`src/rtl/fifo_pkg.sv`:
```
// rtl/fifo_pkg.sv - shared FIFO types, reset constants and parameter checks
//
// Purpose: common definitions for the single-clock and dual-clock FIFO
// pointer/status generators.
//   thresh_ok()    : legal almost-empty / almost-full threshold window
//   count_width()  : width of an occupancy counter able to hold 0..DEPTH
//   fifo_status_t  : registered status flag bundle
package fifo_pkg;

   typedef int unsigned width_t;

   typedef struct packed {
      logic full;
      logic empty;
      logic almost_full;
      logic almost_empty;
      logic overflow;
      logic underflow;
   } fifo_status_t;

   localparam fifo_status_t STATUS_RST = '{
      full:         1'b0,
      empty:        1'b1,
      almost_full:  1'b0,
      almost_empty: 1'b1,
      overflow:     1'b0,
      underflow:    1'b0
   };

   // Thresholds must leave at least one level between the two almost flags
   // and stay strictly inside the empty..full range.
   function automatic bit thresh_ok(input int ae, input int af, input int depth);
      return (ae >= 1) && (ae < af) && (af <= depth - 1);
   endfunction

   // One extra bit so that DEPTH itself is representable.
   function automatic width_t count_width(input width_t addrsize);
      return addrsize + 1;
   endfunction

endpackage

```
`src/rtl/fifo_ptr.sv`:
```
// rtl/fifo_ptr.sv - binary address pointer with increment enable and natural wrap
//
// Ports:
//   clk_i      : clock, rising edge
//   rst_ni     : asynchronous active-low reset, pointer returns to 0
//   inc_i      : advance pointer by one this cycle
//   ptr_o      : current pointer (registered)
//   ptr_nxt_o  : pointer value after this edge (combinational)
module fifo_ptr #(
   parameter int ADDRSIZE = 4
) (
   input  logic                clk_i,
   input  logic                rst_ni,
   input  logic                inc_i,
   output logic [ADDRSIZE-1:0] ptr_o,
   output logic [ADDRSIZE-1:0] ptr_nxt_o
);

   logic [ADDRSIZE-1:0] ptr_q;
   logic [ADDRSIZE-1:0] ptr_d;

   // Power-of-two depth: plain binary overflow gives the DEPTH-1 -> 0 wrap.
   always_comb begin
      ptr_d = ptr_q + ADDRSIZE'(inc_i);
   end

   always_ff @(posedge clk_i or negedge rst_ni) begin
      if (!rst_ni) begin
         ptr_q <= '0;
      end else begin
         ptr_q <= ptr_d;
      end
   end

   assign ptr_o     = ptr_q;
   assign ptr_nxt_o = ptr_d;

endmodule

```
`src/rtl/sync_fifo_flags.sv`:
```
// rtl/sync_fifo_flags.sv - single-clock FIFO pointers, occupancy and status flags
//
// Ports:
//   wclk          : sole clock, rising edge
//   wrst_n        : asynchronous active-low reset
//   winc / rinc   : write / read requests
//   clr_err       : synchronous clear of sticky overflow/underflow
//   waddr / raddr : RAM write / read addresses (current pointers)
//   wen / ren     : accepted write / read this cycle (combinational)
//   full, empty, almost_full, almost_empty : registered flags
//   count         : registered occupancy 0..DEPTH
//   overflow, underflow : sticky error flags
module sync_fifo_flags
   import fifo_pkg::*;
#(
   parameter int ADDRSIZE  = 4,
   parameter int AF_THRESH = (1 << ADDRSIZE) - 2,
   parameter int AE_THRESH = 2
) (
   input  logic                wclk,
   input  logic                wrst_n,
   input  logic                winc,
   input  logic                rinc,
   input  logic                clr_err,
   output logic [ADDRSIZE-1:0] waddr,
   output logic [ADDRSIZE-1:0] raddr,
   output logic                wen,
   output logic                ren,
   output logic                full,
   output logic                empty,
   output logic                almost_full,
   output logic                almost_empty,
   output logic [ADDRSIZE:0]   count,
   output logic                overflow,
   output logic                underflow
);

   localparam int DEPTH = 1 << ADDRSIZE;
   localparam int CW    = int'(count_width(width_t'(ADDRSIZE)));

   localparam logic [CW-1:0] DEPTH_C = CW'(DEPTH);
   localparam logic [CW-1:0] AF_C    = CW'(AF_THRESH);
   localparam logic [CW-1:0] AE_C    = CW'(AE_THRESH);

   if (!thresh_ok(AE_THRESH, AF_THRESH, DEPTH)) begin : g_bad_thresh
      $error("sync_fifo_flags: need 1 <= AE_THRESH < AF_THRESH <= DEPTH-1");
   end

   logic [ADDRSIZE-1:0] wptr_nxt;
   logic [ADDRSIZE-1:0] rptr_nxt;

   logic                dir_q;
   logic                dir_d;
   logic [CW-1:0]       count_q;
   logic [CW-1:0]       count_d;
   fifo_status_t        status_q;
   fifo_status_t        status_d;
   logic                ptr_eq;

   // Flags come from registers only, so requests never reach a flag
   // through a combinational path.
   assign wen = winc & ~status_q.full;
   assign ren = rinc & ~status_q.empty;

   fifo_ptr #(.ADDRSIZE(ADDRSIZE)) u_wptr (
      .clk_i     (wclk),
      .rst_ni    (wrst_n),
      .inc_i     (wen),
      .ptr_o     (waddr),
      .ptr_nxt_o (wptr_nxt)
   );

   fifo_ptr #(.ADDRSIZE(ADDRSIZE)) u_rptr (
      .clk_i     (wclk),
      .rst_ni    (wrst_n),
      .inc_i     (ren),
      .ptr_o     (raddr),
      .ptr_nxt_o (rptr_nxt)
   );

   always_comb begin
      // Direction records whether the last unbalanced operation was a write;
      // it disambiguates equal pointers as full (1) or empty (0).
      dir_d = dir_q;
      if (wen & ~ren) begin
         dir_d = 1'b1;
      end else if (ren & ~wen) begin
         dir_d = 1'b0;
      end

      count_d = count_q + CW'(wen) - CW'(ren);
      ptr_eq  = (wptr_nxt == rptr_nxt);

      status_d              = status_q;
      status_d.full         = ptr_eq & dir_d;
      status_d.empty        = ptr_eq & ~dir_d;
      status_d.almost_full  = (count_d >= AF_C);
      status_d.almost_empty = (count_d <= AE_C);
      // A fresh error event in the clearing cycle must not be lost.
      status_d.overflow     = (winc & status_q.full)  | (status_q.overflow  & ~clr_err);
      status_d.underflow    = (rinc & status_q.empty) | (status_q.underflow & ~clr_err);
   end

   always_ff @(posedge wclk or negedge wrst_n) begin
      if (!wrst_n) begin
         dir_q    <= 1'b0;
         count_q  <= '0;
         status_q <= STATUS_RST;
      end else begin
         dir_q    <= dir_d;
         count_q  <= count_d;
         status_q <= status_d;
      end
   end

   assign count        = count_q;
   assign full         = status_q.full;
   assign empty        = status_q.empty;
   assign almost_full  = status_q.almost_full;
   assign almost_empty = status_q.almost_empty;
   assign overflow     = status_q.overflow;
   assign underflow    = status_q.underflow;

   a_full_cnt : assert property (@(posedge wclk) disable iff (!wrst_n)
      status_q.full == (count_q == DEPTH_C));
   a_empty_cnt : assert property (@(posedge wclk) disable iff (!wrst_n)
      status_q.empty == (count_q == '0));
   a_cnt_range : assert property (@(posedge wclk) disable iff (!wrst_n)
      count_q <= DEPTH_C);

endmodule

```
`config.mk`:
```
export PLATFORM = sky130hd
export DESIGN_NAME = sync_fifo_flags
export DESIGN_NICKNAME = d
export VERILOG_FILES = /design/src/rtl/fifo_pkg.sv /design/src/rtl/fifo_ptr.sv /design/src/rtl/sync_fifo_flags.sv
export SDC_FILE = /design/constraint.sdc
export NUM_CORES = 1
export LEC_CHECK = 0
export ABC_AREA = 0
export BUFFER_PORTS_ARGS = -buffer_cell sky130_fd_sc_hd__buf_4
export CAP_MARGIN = 30
export CORE_ASPECT_RATIO = 1.1
export CORE_UTILIZATION = 47
export CTS_BUF_LIST = sky130_fd_sc_hd__clkbuf_4 sky130_fd_sc_hd__clkbuf_8
export DETAILED_ROUTE_END_ITERATION = 8
export GPL_ROUTABILITY_DRIVEN = 0
export PLACE_DENSITY = 0.77
export REMOVE_ABC_BUFFERS = 1
export SLEW_MARGIN = 20
export SYNTH_ARGS = -nofsm -noshare
export SYNTH_HDL_FRONTEND = slang
export SYNTH_HIERARCHICAL = 1
export SYNTH_SLANG_ARGS = --single-unit
```
`constraint.sdc`:
```
create_clock -name wclk -period 2.1 [get_ports wclk]
set_clock_uncertainty 0.1 [all_clocks]
set_input_delay 0.21 -clock wclk [delete_from_list [all_inputs] [get_ports wclk]]
set_output_delay 0.21 -clock wclk [all_outputs]
set_load 0.005 [all_outputs]
```
==> results.sh, run 1 <==
export IMPL_drc=0
export IMPL_grt_total_usage=0.179
export IMPL_hold_viol=0
export IMPL_finalWirelength_um=1810
export IMPL_cts_tree="done"
export IMPL_critPathSlowestCell="dfstp_2"
export IMPL_drv_slew=0
export IMPL_synthToLayoutAreaGrowth_pct=44.3
export IMPL_crit_chain="nand2b_4 -> inv_4 -> nand2b_4 -> buf_4 -> buf_4 -> ha_1 -> a21o_1 -> a21oi_2 -> xnor2_1 -> a2111oi_2"
export IMPL_h_tree_depth=1
export IMPL_grt_pass1_wl_um=2550
export IMPL_final_cell_area_um2=1280
export IMPL_cp_max_fo=3
export IMPL_ys_seq_area_frac=0.569
export IMPL_timing_setup_tns_ns=-0.429
export IMPL_critPathLaunchType="flip-flop"
export IMPL_nNetsFinal=125
export IMPL_core_um2=1780
export IMPL_fin_cells=127
export IMPL_drive_gt1_frac=0.495
export IMPL_setup_viol=3
export IMPL_ys_ff_latch=20
export IMPL_end_kind="flip-flop"
export IMPL_drtPass1Iterations=4
export IMPL_grt_max_degree=21
export IMPL_fp_dieH_um=47.5
export IMPL_placed_area_um2=1140
export IMPL_setup_slack_ns=-0.181
export IMPL_relSlewSlack=0.799
export IMPL_dp_slack_ns=-0.248
export IMPL_io_pins=26
export IMPL_fin_crit_sh=1.09
export IMPL_hp_class="in2reg"
export IMPL_dpl_hpwl_um=1240
export IMPL_dp_cells=118
export IMPL_rsz0062_at_grt="yes"
export IMPL_cts_made_buffers=3
export IMPL_io_buffers=25
export IMPL_die_w_um=43.4
export IMPL_p_leak_nw=0.626
export IMPL_max_stage_delay_ns=0.55
export IMPL_final_util=0.716
export IMPL_postSynthAreaPerCell_um2=12.8
export IMPL_clk_latency_ns=0.29
export IMPL_cap_violations=0
export IMPL_cellPowerDensity_nw_per_um2=1970
export IMPL_cp_buffers_inverters=3
export IMPL_outcome="finished with violations"
export IMPL_antenna_found_initial=0
export IMPL_worst_slew_pin_slew_ns=0.300
export IMPL_ir_drop_mv=1.14
export IMPL_violations="setup timing"
export IMPL_clock_root_buffer="clkbuf_4"
export IMPL_drt_wirelength_per_cell_um=14.2
export IMPL_period_minus_slack_ns=2.28
export IMPL_rows=16
export IMPL_diodes=0
export IMPL_drt_iter0_drc=8
export IMPL_critPathTopFamily="compound AO/OA/AOI/OAI gates"
export IMPL_mostFrequentLayoutCell="buf_4"
export IMPL_routed_via_density=4.97
export IMPL_syn_inst=69
export IMPL_p_total_mw=2.51
export IMPL_globalRouteOverflowTotal=0
export IMPL_arrival_ns=2.37
export IMPL_cp_required_ns=2.18
export IMPL_ys_warn_count=6
export IMPL_fillCellCount=133
export IMPL_critical_path_class="reg2reg"
export IMPL_vias=631
export IMPL_layout_common_cells="35 x buf_4, 18 x dfrtp_1, 8 x xnor2_1, 6 x inv_1, 5 x ha_1"
export IMPL_ant_nets=0
export IMPL_syn_cell_area_um2=885
export IMPL_clockBufferDepth=2
export IMPL_fmax_ghz=0.438
export IMPL_reg2reg_setup_slack_ns=-0.18
export IMPL_die_area_um2=2060
export IMPL_grt_pass1_vias=586
export IMPL_clk_pin_slew_ns=0.10
export IMPL_holdWs_ns=0.0381
export IMPL_numClockSinks=20
export IMPL_initial_utilization=0.496
export IMPL_synth_cell_types=20
## worst min-delay path: stages
cell and delay (ns):
buf_4 0.08, nand2_1 0.04, o21ai_0 0.06
## worst paths after layout
kind	startpoint	end	cells after the start
max	empty	almost_empty	10
min	winc	overflow	3
min reg2reg	underflow	underflow	2
max in group asynchronous	wrst_n	almost_empty	2
min in group asynchronous	wrst_n	overflow	2
max reg2reg	empty	almost_empty	10
## per-layer routing
metal  GRT usage  share of wire  vias to the layer above
met5           0              0                        -
met4       0.119         0.0077                        0
met3      0.0226          0.024                        2
met2       0.315           0.56                       14
met1       0.210           0.40                      307
li1            -              -                      308
## sequential cells by signal, indices dropped and copies added, names as in the netlist
register / flops
dir_q: 1
empty: 1
full: 1
count: 5
almost_full: 1
u_wptr/ptr_o: 4
u_rptr/ptr_o: 4
overflow: 1
underflow: 1
almost_empty: 1
## power breakdown
| part | total [mW] | switching, mW | leakage, nW | internal [mW] |
|---|---|---|---|---|
| registers | 0.741 | 0.134 | 0.237 | 0.606 |
| clock network | 0.172 | 0.105 | 0.0138 | 0.0666 |
| logic | 1.60 | 0.696 | 0.375 | 0.904 |
## cell families (layout without fill, tap and decap cells)
kind of cell	after synthesis	in the layout	share of synthesized area
adder cells (fa/ha/maj)	10	10	0.147
buffers and inverters	7	47	0.0297
AO/OA/AOI/OAI	8	8	0.0707
AND/OR/NAND/NOR	12	12	0.0651
XOR/XNOR	12	12	0.119
flip-flops	20	20	0.569
## cells in the mapped netlist (all sizes together)
cell | n | area share
a2111oi | 1 | 0.017
o21ai | 2 | 0.011
xnor2 | 9 | 0.089
fa | 1 | 0.023
nand3 | 2 | 0.011
ha | 8 | 0.11
maj3 | 1 | 0.011
nand4 | 1 | 0.0071
nand2 | 4 | 0.017
nor2b | 1 | 0.0071
a21oi | 2 | 0.016
inv | 7 | 0.030
dfstp | 2 | 0.059
a31o | 1 | 0.0099
dfrtp | 18 | 0.51
nand2b | 2 | 0.014
xor2 | 3 | 0.030
a21o | 2 | 0.017
nor2 | 2 | 0.0085
## final cells by class
cell class / count / area [µm²] / area share
Clock buffer: 3 / 22.5 / 0.0176
Sequential cell: 20 / 503 / 0.394
Timing Repair Buffer: 37 / 283 / 0.222
Inverter: 7 / 28.8 / 0.0225
Tap cell: 18 / 22.5 / 0.0176
Multi-Input combinational cell: 42 / 417 / 0.326
## what timing repair did
item | 4_1_cts | 5_1_grt
hold endpoints to repair | 22 | 0
gates resized for setup | 6 | 8
pin swaps | 3 | 9
hold buffers | 2 | 0
gates cloned | 0 | 0
setup buffers | 4 | 0
endpoints found under the setup margin | 3 | 5
(Power assumes the default switching activity.)
==> inputs of run 2 (changes only) <==
--- a/config.mk
+++ b/config.mk
@@ -9,11 +9,10 @@
 export BUFFER_PORTS_ARGS = -buffer_cell sky130_fd_sc_hd__buf_4
 export CAP_MARGIN = 30
 export CORE_ASPECT_RATIO = 1.1
-export CORE_UTILIZATION = 47
+export CORE_UTILIZATION = 35
 export CTS_BUF_LIST = sky130_fd_sc_hd__clkbuf_4 sky130_fd_sc_hd__clkbuf_8
 export DETAILED_ROUTE_END_ITERATION = 8
 export GPL_ROUTABILITY_DRIVEN = 0
-export PLACE_DENSITY = 0.77
 export REMOVE_ABC_BUFFERS = 1
 export SLEW_MARGIN = 20
 export SYNTH_ARGS = -nofsm -noshare
==> results.sh, run 2 (same netlist as run 1, synthesis figures left out) <==
export IMPL_clk_pin_slew_ns=0.11
export IMPL_regArea_um2=503
export IMPL_cp_max_fo=3
export IMPL_antenna_found_initial=0
export IMPL_drt_iter0_drc=6
export IMPL_synthToLayoutAreaGrowth_pct=50.8
export IMPL_combPwrFrac=0.634
export IMPL_relSlewSlack=0.754
export IMPL_dpl_hpwl_um=1260
export IMPL_largest_reg_flops=5
export IMPL_worst_slew_pin_slew_ns=0.368
export IMPL_cap_violations=0
export IMPL_critPathLaunchType="flip-flop"
export IMPL_clkPwrFrac=0.083
export IMPL_rsz0062_at_grt="yes"
export IMPL_grt_pass1_vias=636
export IMPL_clockBufferDepth=2
export IMPL_cellPowerDensity_nw_per_um2=2000
export IMPL_fp_dieH_um=54.7
export IMPL_io_buffers=25
export IMPL_clk_latency_ns=0.29
export IMPL_grt_max_degree=21
export IMPL_dp_slack_ns=-0.251
export IMPL_switchingPower_mw=1.01
export IMPL_finalWirelength_um=1730
export IMPL_p_leak_nw=0.631
export IMPL_drtPass1Iterations=4
export IMPL_p_int_mw=1.66
export IMPL_cp_required_ns=2.20
export IMPL_worstReg2RegStart="empty"
export IMPL_io_pins=26
export IMPL_drv_slew=0
export IMPL_drc=0
export IMPL_holdWs_ns=0.0331
export IMPL_fillCellCount=206
export IMPL_vias=634
export IMPL_power_frac_seq=0.283
export IMPL_critical_path_class="reg2reg"
export IMPL_numClockSinks=20
export IMPL_globalRouteOverflowTotal=0
export IMPL_max_stage_delay_ns=0.55
export IMPL_period_minus_slack_ns=2.25
export IMPL_arrival_ns=2.35
export IMPL_rows=18
export IMPL_clock_root_buffer="clkbuf_4"
export IMPL_violations="setup timing"
export IMPL_drt_wirelength_per_cell_um=12.4
export IMPL_nNetsFinal=124
export IMPL_outcome="finished with violations"
export IMPL_grt_pass1_wl_um=2820
export IMPL_cts_made_buffers=3
export IMPL_setup_slack_ns=-0.151
export IMPL_final_util=0.575
export IMPL_cts_tree="done"
export IMPL_layout_common_cells="34 x buf_4, 18 x dfrtp_1, 7 x xnor2_1, 6 x inv_1"
export IMPL_ant_nets=0
export IMPL_routed_via_density=4.56
export IMPL_timing_setup_tns_ns=-0.268
export IMPL_ir_drop_mv=0.981
export IMPL_multi_input_area_um2=455
export IMPL_crit_start="empty"
export IMPL_fin_crit_sh=1.07
export IMPL_initial_utilization=0.381
export IMPL_crit_chain="nand2b_4 -> inv_2 -> nand2b_1 -> nand2_1 -> ha_2 -> fa_2 -> a21o_1 -> a21oi_2 -> xnor2_2 -> a31o_2"
export IMPL_end_kind="flip-flop"
export IMPL_hold_viol=0
export IMPL_placed_area_um2=1150
export IMPL_grt_total_usage=0.147
export IMPL_hold_start="winc"
export IMPL_switching_share=0.377
export IMPL_diodes=0
export IMPL_hp_class="in2reg"
export IMPL_mostFrequentLayoutCell="buf_4"
export IMPL_drive_gt1_frac=0.495
export IMPL_core_um2=2320
export IMPL_critPathSlowestCell="dfstp_2"
export IMPL_die_w_um=49.9
export IMPL_final_cell_area_um2=1330
export IMPL_fmax_ghz=0.444
export IMPL_die_area_um2=2730
export IMPL_h_tree_depth=1
export IMPL_setup_viol=2
==> run 2: cell types whose count changed in the layout (fill, tap and decap cells not counted), sizes merged <==
| cell | delta |
|---|---|
| buf | -1 |
| clkbuf | +1 |
==> run 2: area by class of cell <==
cell class,count,area share
inverter,7,0.0197
clock buffer,4,0.0272
sequential,20,0.377
multi-input combinational,42,0.341
tap,30,0.0281
timing repair buffer,36,0.206
==> run 2: power by group through the flow <==
stage	Clock (mW)	Combinational (mW)	Sequential, mW
detailed placement	0	1.34	0.743
global route	0.244	1.86	0.783
finish	0.222	1.69	0.756
CTS	0.231	1.45	0.736
floorplan	0	0.801	0.748
global placement	0	1.32	0.739
==> run 2: worst paths after layout <==
path                       depth (start not counted)  slack [ns]              end
max                                               10       -0.15      almost_full
min                                                3        0.03         overflow
max reg2reg                                       10       -0.15      almost_full
min reg2reg                                        1        0.43  u_wptr/ptr_o[3]
max in group asynchronous                          2        1.43     almost_empty
min in group asynchronous                          2        0.21  u_wptr/ptr_o[0]
==> run 2: repair_timing <==
| action | CTS | global route |
|---|---|---|
| pin swaps | 4 | 9 |
| endpoints found under the setup margin | 3 | 6 |
| setup buffers | 3 | 2 |
| hold endpoints to repair | 22 | 0 |
| hold buffers | 2 | 0 |
| gates resized for setup | 6 | 9 |
==> run 2: stage by stage <==
step,power [mW],std cells
after floorplan,1.55,69
after global placement,2.06,130
after detailed placement,2.08,130
after CTS,2.42,139
after global routing,2.89,139
final,2.67,139
==> run 2: worst max-delay path: cells and delay by family, from the launching register on <==
family	cells	cell delay, ns
buf+inv	1	0.04
compound gates	3	0.57
simple gates	3	0.26
flops	1	0.55
xor+xnor	1	0.11
fa+ha+maj	2	0.52
==> run 2: layer usage <==
layer	routed length, µm	vias up	global-route usage
met1	720	305	0.176
li1	-	308	-
met5	0	-	0
met2	896	15	0.236
met3	52	6	0.0278
met4	58	0	0.114
